**src/rtl/mux8_rr_scheduler.sv**
```systemverilog
// Round-robin scheduler for one shared 8:1 single-bit mux.
// Grants are held until done, request drop or hold timeout, then a one-cycle gap follows.
module mux8_rr_scheduler #(
  parameter int MAX_HOLD = 16,
  parameter int CNT_W    = 5
) (
  input  logic       clk,
  input  logic       rst_n,
  input  logic [7:0] req,
  input  logic       done,
  output logic [2:0] sel,
  output logic [7:0] gnt,
  output logic       gnt_valid,
  output logic       timeout
);

  // state | meaning
  // IDLE  | no owner; arbitrate among active requests
  // GRANT | owner sel holds the mux; hold_cnt counts cycles
  // GAP   | one dead cycle after release; sel frozen
  typedef enum logic [1:0] {IDLE, GRANT, GAP} state_t;

  localparam logic [CNT_W-1:0] HOLD_LAST = CNT_W'((MAX_HOLD > 0) ? MAX_HOLD - 1 : 0);

  state_t           state;
  logic [2:0]       last;
  logic [CNT_W-1:0] hold_cnt;

  logic       found;
  logic [2:0] pick;
  logic [2:0] idx;
  logic       rel_done;
  logic       rel_drop;
  logic       rel_time;
  logic       rel_any;
  logic       time_only;

  // Search starts one past the last owner so a persistent requester yields to the others.
  always_comb begin
    found = 1'b0;
    pick  = 3'd0;
    idx   = 3'd0;
    for (int i = 1; i <= 8; i++) begin
      idx = last + 3'(i);
      if (!found && req[idx]) begin
        found = 1'b1;
        pick  = idx;
      end
    end
  end

  assign rel_done  = done;
  assign rel_drop  = !req[sel];
  assign rel_time  = (MAX_HOLD != 0) && (hold_cnt == HOLD_LAST);
  assign rel_any   = rel_done || rel_drop || rel_time;
  assign time_only = rel_time && !rel_done && !rel_drop;

  always_ff @(posedge clk or negedge rst_n) begin
    if (!rst_n) begin
      state     <= IDLE;
      last      <= 3'd7;
      hold_cnt  <= '0;
      sel       <= 3'd0;
      gnt       <= 8'd0;
      gnt_valid <= 1'b0;
      timeout   <= 1'b0;
    end else begin
      case (state)
        IDLE: begin
          timeout <= 1'b0;
          if (found) begin
            sel       <= pick;
            gnt       <= 8'd1 << pick;
            gnt_valid <= 1'b1;
            hold_cnt  <= '0;
            state     <= GRANT;
          end
        end
        GRANT: begin
          if (rel_any) begin
            gnt       <= 8'd0;
            gnt_valid <= 1'b0;
            last      <= sel;
            timeout   <= time_only;
            state     <= GAP;
          end else begin
            hold_cnt <= hold_cnt + CNT_W'(1);
          end
        end
        GAP: begin
          timeout <= 1'b0;
          state   <= IDLE;
        end
        default: begin
          gnt       <= 8'd0;
          gnt_valid <= 1'b0;
          timeout   <= 1'b0;
          state     <= IDLE;
        end
      endcase
    end
  end

endmodule

```
**config.mk**
```make
export PLATFORM = sky130hd
export DESIGN_NAME = mux8_rr_scheduler
export DESIGN_NICKNAME = d
export VERILOG_FILES = /design/src/rtl/mux8_rr_scheduler.sv
export SDC_FILE = /design/constraint.sdc
export NUM_CORES = 1
export LEC_CHECK = 0
export BUFFER_PORTS_ARGS = -buffer_cell sky130_fd_sc_hd__buf_2
export CORE_ASPECT_RATIO = 0.75
export CORE_UTILIZATION = 55
export DETAILED_ROUTE_END_ITERATION = 12
export HOLD_SLACK_MARGIN = 0.08
export PLACE_DENSITY = 0.76
export SYNTH_ARGS = -nofsm -noshare
export SYNTH_HDL_FRONTEND = slang
export SYNTH_SLANG_ARGS = --single-unit
```
**constraint.sdc**
```tcl
create_clock -name clk -period 7.7 [get_ports clk]
set_input_delay 1.54 -clock clk [delete_from_list [all_inputs] [get_ports clk]]
set_output_delay 1.54 -clock clk [all_outputs]
set_load 0.02 [all_outputs]
```
# ---- Yosys cells after proc, flatten, opt, wreduce, memory -nomap -nowiden
# Cells that the tools add are included.
dict set report op_classes {
  mux 48
  bitwise_logic 1
  n_reduce_logical 27
  n_lt_le_gt_ge 9
  n_addsub 8
  n_shift 1
  eq_ne 6
}
# operator count
set op_table {}
lappend op_table {{< comparator 3 x 4 -> 1 bit (second input constant)} 9}
lappend op_table {{binary-select mux 1 bit (select 3 bit)} 9}
lappend op_table {{two-way mux 3 bit} 8}
lappend op_table {{case mux 8 bit (3 select lines)} 1}
lappend op_table {{two-way mux 1 bit} 21}
lappend op_table {{two-way mux 8 bit} 2}
lappend op_table {{adder 3 bit (second input constant)} 4}
lappend op_table {{two-way mux 5 bit} 2}
lappend op_table {{case mux 5 bit (2 select lines)} 1}
lappend op_table {{logical AND 1 bit} 9}
lappend op_table {{zero test 1 bit} 9}
lappend op_table {{left shift 1 x 3 -> 8 bit (first input constant)} 1}
lappend op_table {{adder 3 x 2 -> 3 bit (second input constant)} 2}
lappend op_table {{!= test 2 bit (second input constant)} 3}
lappend op_table {{AND reduction 2 bit} 3}
lappend op_table {{AND reduction 3 bit} 2}
lappend op_table {{adder 5 x 1 -> 5 bit (second input constant)} 1}
lappend op_table {{equality test 5 x 4 -> 1 bit (second input constant)} 1}
lappend op_table {{two-way mux 2 bit} 2}
lappend op_table {{case mux 2 bit (2 select lines)} 1}
lappend op_table {{adder 3 x 1 -> 3 bit (second input constant)} 1}
lappend op_table {{case mux 1 bit (3 select lines)} 1}
lappend op_table {{equality test 2 x 1 -> 1 bit (second input constant)} 1}
lappend op_table {{equality test 2 bit (second input constant)} 1}
lappend op_table {{other kinds (4)} 5}
dict set report word_totals {
  inputBits 11
  output_inout_bits 13
  wordCells 107
  reg_bits 23
}

# ---- Depth between registers and ports, before layout
dict set report depth {
  ltp_word 28
  ltp_mapped 14
  depth_no_buf 9
}

# ---- Least setup slack after synthesis
# No wires, ideal clock.
dict set report synth_timing {
  path_kind {input to register}
  from {input req[7]}
  to {register gnt[1]}
  required_ps 7604
  path_buffers 1
  path_stages 8
  setup_ps 96
  t_arrival_ps 3538
  path_slack_ps 4066
  path_cell_list {clkbuf_1 -> mux4_2 -> mux2i_4 -> inv_2 -> or3_1 -> o31ai_1 -> o21ai_1 -> o31ai_1}
}
dict set report synth_between {
  elab_chain_len 27
  word_cells_on_any_way 57
  cone_classes {eq/ne: 2; shift: 1; mux: 36; reduce/logical: 18}
}
# element line_no
set synth_lines {}
lappend synth_lines {{from (decl)} 9} ;# input logic [7:0] req,
lappend synth_lines {{binary-select mux 1 bit (select 3 bit)} 45} ;# if (!found && req[idx]) begin
lappend synth_lines {{two-way mux 1 bit (implied by the code)} 45}
lappend synth_lines {{two-way mux 1 bit} 45}
lappend synth_lines {{zero test 1 bit} 45}
lappend synth_lines {{logical AND 1 bit} 45}
lappend synth_lines {{two-way mux 1 bit} 45}
lappend synth_lines {{zero test 1 bit} 45}
lappend synth_lines {{logical AND 1 bit} 45}
lappend synth_lines {{[11 not listed]} --}
lappend synth_lines {{logical AND 1 bit} 45}
lappend synth_lines {{two-way mux 1 bit} 45}
lappend synth_lines {{zero test 1 bit} 45}
lappend synth_lines {{logical AND 1 bit} 45}
lappend synth_lines {{two-way mux 3 bit} 45}
lappend synth_lines {{left shift 1 x 3 -> 8 bit} 73} ;# gnt <= 8'd1 << pick;
lappend synth_lines {{two-way mux 8 bit} 71} ;# if (found) begin
lappend synth_lines {{case mux 8 bit (3 select lines)} 68} ;# case (state)
lappend synth_lines {{to (signal assigned)} 73}
lappend synth_lines {{to (decl)} 12} ;# output logic [7:0] gnt,
# Parallel ways exist; a longest one is shown, timed or not. The select of a mux whose other input is x is not followed.
# A chain may end at the register's enable or synchronous reset.

# ---- Worst setup path in the final report
dict set report layout_timing {
  from {register last[1]}
  to {register hold_cnt[0]}
}
dict set report layout_between {
  elab_chain_len 27
  word_cells_on_any_way 47
  cone_classes {add/sub: 7; eq/ne: 1; mux: 24; reduce/logical: 15}
}
# element line_no
set layout_lines {}
lappend layout_lines {{from (decl)} 26} ;# logic [2:0] last;
lappend layout_lines {{from (signal assigned)} 83} ;# last <= sel;
lappend layout_lines {{adder 3 x 1 -> 3 bit} 44} ;# idx = last + 3'(i);
lappend layout_lines {{binary-select mux 1 bit (select 3 bit)} 45}
lappend layout_lines {{two-way mux 1 bit (implied by the code)} 45}
lappend layout_lines {{two-way mux 1 bit} 45}
lappend layout_lines {{zero test 1 bit} 45}
lappend layout_lines {{logical AND 1 bit} 45}
lappend layout_lines {{two-way mux 1 bit} 45}
lappend layout_lines {{zero test 1 bit} 45}
lappend layout_lines {{[11 not listed]} --}
lappend layout_lines {{zero test 1 bit} 45}
lappend layout_lines {{logical AND 1 bit} 45}
lappend layout_lines {{two-way mux 1 bit} 45}
lappend layout_lines {{zero test 1 bit} 45}
lappend layout_lines {{logical AND 1 bit} 45}
lappend layout_lines {{two-way mux 1 bit *} 45}
lappend layout_lines {{!= test 2 bit (no line) *} --}
lappend layout_lines {{AND reduction 3 bit (no line) *} --}
lappend layout_lines {{to (signal assigned)} 87} ;# hold_cnt <= hold_cnt + CNT_W'(1);
lappend layout_lines {{to (decl)} 27} ;# logic [CNT_W-1:0] hold_cnt;
# Mark *: on every way between the ends. The rest lies on a longest branch, timed or not. The select of a mux whose other input is x is not followed.

==> run summary <==
OUTCOME
-----------------------------------------------------------------------------------------------------------------
Result of the run                                                                                    finished clean

STA
-----------------------------------------------------------------------------------------------------------------
Final number of hold-violating endpoints                                                                        0
Final critical-path required period                                                                       4050 ps
Upper clock frequency limit                                                                               247 MHz
Unrepaired setup endpoints after global routing                                                                no
Clock skew after layout                                                                                   3.87 ps
Final worst-path cycle share                                                                                52.6%
Total of endpoints with negative setup slack in the final report                                                0
Number of pins exceeding their max-slew limit in the final report                                               0
Worst-case setup margin in the final layout                                                               3650 ps
Worst-case headroom to the max-slew limit                                                                   52.6%
Worst-margin pin slew                                                                                      710 ps
Total negative setup slack                                                                                   0 ps

LOGIC SYNTHESIS
-----------------------------------------------------------------------------------------------------------------
Arithmetic-cell share of the synthesized area counting full adders, half adders and majority gates          2.39%
Part of the Yosys area used for sequential elements                                                         27.6%
Cell with the most instances after synthesis                                                         sky130_fd_sc_hd__nand2_1
Number of distinct library cells after synthesis                                                               54
Netlist area before placement                                                                         0.00210 mm²
Yosys warns                                                                                                     0
Most common library cells after synthesis                                                            sky130_fd_sc_hd__nand2_1, sky130_fd_sc_hd__dfrtp_1, sky130_fd_sc_hd__mux2i_1
Dominant combinational cell family by area after synthesis                                           multiplexers
Cell type with the highest aggregate area in the netlist                                             sky130_fd_sc_hd__dfrtp_1
Top flip-flop cell by instance count after synthesis                                                 sky130_fd_sc_hd__dfrtp_1
Mean instance size in the synthesized netlist                                                            9.99 µm²
Portion of synthesized cell area occupied by the leading cell type                                          23.9%
Fraction of registers with async set/reset                                                                   100%
Mux cell area share after synthesis                                                                         29.6%
Instance count of the mapped netlist                                                                          210
Cell types with the largest area share after synthesis                                               sky130_fd_sc_hd__dfrtp_1, sky130_fd_sc_hd__mux4_2, sky130_fd_sc_hd__mux2i_1
Synthesized netlist net count                                                                                 225
Number of register bits inferred by synthesis                                                                  23
Number of synthesized flops with an enable pin                                                                  0
Fraction of the mapped netlist area in compound gates                                                       17.2%
Xor-xnor portion of the synthesized cell area                                                               2.57%
Basic-gate share of the synthesized area counting and, or, nand and nor cells                               15.5%

CTS
-----------------------------------------------------------------------------------------------------------------
CTS sink count                                                                                                 23
TritonCTS buffer count                                                                                          3
Clock tree root buffer cell                                                                          sky130_fd_sc_hd__clkbuf_8
Cts hold-fix bufs                                                                                               0
Post-cts sizing count                                                                                           0
Buffer count from post-CTS setup fixing                                                                         0
Clock transition at path regs                                                                               80 ps
Longest Clk Path Bufs                                                                                           2
Clock latency on the worst-skew pair                                                                       260 ps
Number of levels in the clock H-tree                                                                            1
CTS tree                                                                                                      yes

FLOORPLANNING
-----------------------------------------------------------------------------------------------------------------
Die outline area                                                                                      0.00407 mm²
Initial Utilization                                                                                         57.3%
Boundary pin count                                                                                             24
Cell row count                                                                                                 19
Area inside the core boundary                                                                         0.00366 mm²
Die Wd                                                                                                    73.3 µm
Vertical extent of the die                                                                                55.5 µm

WORST SETUP PATH
-----------------------------------------------------------------------------------------------------------------
Depth of the worst register-to-register path                                                                    8
CP Class                                                                                               reg -> reg
Data required time of the critical path                                                                   7850 ps
Startpoint type of the worst setup path                                                                  register
Endpoint class of the critical path                                                                      register
Highest-delay cell along the critical path                                                           sky130_fd_sc_hd__dfstp_2
Critical path cell sequence                                                                          inv_1 > ha_1 > mux4_2 > nor4_4 > nand3_2 > o21a_1 > nor2_1 > mux2_2
Maximum fanout along the worst path                                                                            22
Signal arrival time at the worst endpoint                                                                 4200 ps
Max incr delay on CP                                                                                       860 ps

PLACEMENT
-----------------------------------------------------------------------------------------------------------------
Placed cells                                                                                                  271
Post-place setup slack                                                                                    3690 ps
Estimated wirelength of the detail-placed design                                                          3420 µm
Placer congestion estimate                                                                                  0.909
I/O Buffers                                                                                                    23

FINISH
-----------------------------------------------------------------------------------------------------------------
Final net count                                                                                               239
Filler Cell Count                                                                                             315
Synthesis-to-layout area growth                                                                             7.28%
Antenna Diode Count                                                                                             0
Number of standard cells in the final layout excluding fillers                                                275
Fraction of final layout cells sized beyond drive strength 1                                                28.7%
Util after Layout                                                                                           61.4%

POWER
-----------------------------------------------------------------------------------------------------------------
Share of power burned in the clock network                                                                   6.6%
Leak Pwr                                                                                                 0.938 nW
Net switching power                                                                                      0.563 mW
Internal power of the cells                                                                              0.540 mW
Max IR drop VDD                                                                                        0.000367 V
Sequential share of power                                                                                   22.5%
Proportion of power drawn by combinational gates                                                            70.8%
Pwr dens                                                                                               490 mW/mm²
Switching part of the total                                                                                 51.0%

GLOBAL ROUTE
-----------------------------------------------------------------------------------------------------------------
Number of antenna violations at the first check in global routing                                               0
Overall overflow remaining after global route                                                                   0
GR Util All Layers                                                                                          25.1%
Largest net degree at the start of global routing                                                              24
Vias in the first global route                                                                               1576
First-pass GRT wire length                                                                                7890 µm

FLOW RUN
-----------------------------------------------------------------------------------------------------------------
Max Cap Violations                                                                                              0

WORST HOLD PATH
-----------------------------------------------------------------------------------------------------------------
Worst min path class                                                                                   reg -> reg
Instance count along the most critical hold path                                                                2

DETAILED ROUTING
-----------------------------------------------------------------------------------------------------------------
Remaining antenna violation count                                                                               0
Post-Route WL                                                                                             4620 µm
Detailed-route DRC error count                                                                                  0
DR WL/cell                                                                                                16.8 µm
Number of iterations in the first detailed-routing pass                                                         4
First DRT Iteration DRCs                                                                                      222
Vias per std cell                                                                                            6.38
Vias                                                                                                         1754

-- metal layers --
layer	part of all wire, %	routed length (µm)	vias to the layer above	global-route usage (%)
li1	-	-	826	-
met1	50	2320	853	43.1
met2	42	1930	73	34.3
met3	7.5	348	2	3.83
met4	0.39	18	0	1.65
met5	0	0	-	0
-- stage by stage --
stage / area (µm²) / hold WS (ps) / power (mW)
after floorplan: 2100 / 449 / 0.883
after global placement: 2200 / 461 / 1.01
after detailed placement: 2200 / 463 / 1.02
after CTS: 2250 / 481 / 1.09
after global routing: 2250 / 496 / 1.19
final: 2250 / 479 / 1.10
-- cells by family after synthesis --
logic type / count (synthesis)
flops: 23
compound gates: 50
fa+ha+maj: 4
buf+inv: 23
simple gates: 63
xor+xnor: 4
mux: 43
-- power by group through the flow --
stage | sequential [mW] | clock [mW] | combinational [mW]
after global routing | 0.260 | 0.0802 | 0.853
after floorplan | 0.219 | 0 | 0.664
after CTS | 0.248 | 0.0754 | 0.771
final | 0.248 | 0.0733 | 0.782
after detailed placement | 0.250 | 0 | 0.766
after global placement | 0.249 | 0 | 0.765
-- final timing paths --
path / startpoint / endpoint / slack (ps)
hold reg to reg: gnt[2] / gnt[2] / 480
max in group asynchronous: rst_n / last[1] / 6120
min in group asynchronous: rst_n / timeout / 1230
setup / recovery: last[1] / hold_cnt[0] / 3650
hold / removal: gnt[2] / gnt[2] / 480
setup reg to reg: last[1] / hold_cnt[0] / 3650
-- placed cells by master, fill, tap and decap left out, types with 3 or more instances in the layout --
cell type | synthesis | final
sky130_fd_sc_hd__buf_2 | 5 | 23
sky130_fd_sc_hd__nand2_1 | 21 | 21
sky130_fd_sc_hd__dfrtp_1 | 20 | 20
sky130_fd_sc_hd__mux2i_1 | 17 | 17
sky130_fd_sc_hd__nor2_1 | 15 | 15
sky130_fd_sc_hd__mux4_2 | 13 | 13
sky130_fd_sc_hd__o31ai_1 | 13 | 13
sky130_fd_sc_hd__mux2_2 | 12 | 12
sky130_fd_sc_hd__o21ai_0 | 10 | 10
sky130_fd_sc_hd__inv_1 | 6 | 6
sky130_fd_sc_hd__nor3_1 | 5 | 5
sky130_fd_sc_hd__a21oi_1 | 5 | 5
sky130_fd_sc_hd__or3_1 | 4 | 4
sky130_fd_sc_hd__nand4_1 | 4 | 4
sky130_fd_sc_hd__ha_1 | 4 | 4
sky130_fd_sc_hd__a211oi_1 | 3 | 3
sky130_fd_sc_hd__o211ai_1 | 3 | 3
sky130_fd_sc_hd__clkbuf_8 | 0 | 3
sky130_fd_sc_hd__dfstp_2 | 3 | 3
-- layout make-up --
cell class              instances  area (µm²)  area share, %
flip-flops and latches         23         579           25.8
repair buffers                 23         115           5.12
well taps                      52        65.1           2.89
clock buffers                   3        41.3           1.84
clock inverters                 1        5.00          0.222
inverters                       9        33.8           1.50
multi-input cells             164        1410           62.7
-- worst max-delay path, delay by kind of cell, from the launching register on --
kind / cells / cell delay (ps)
DFF: 1 / 860
buffers and inverters: 1 / 220
and+or+nand+nor: 3 / 890
muxes: 2 / 860
AOI/OAI and AO/OA: 1 / 320
adders and majority gates: 1 / 780
-- registers in the layout (all words and copies together) (netlist names) --
| signal | flops |
|---|---|
| gnt | 8 |
| gnt_valid | 1 |
| hold_cnt | 5 |
| last | 3 |
| sel | 3 |
| state | 2 |
| timeout | 1 |
Note: power is estimated with default switching activity, not from simulation.
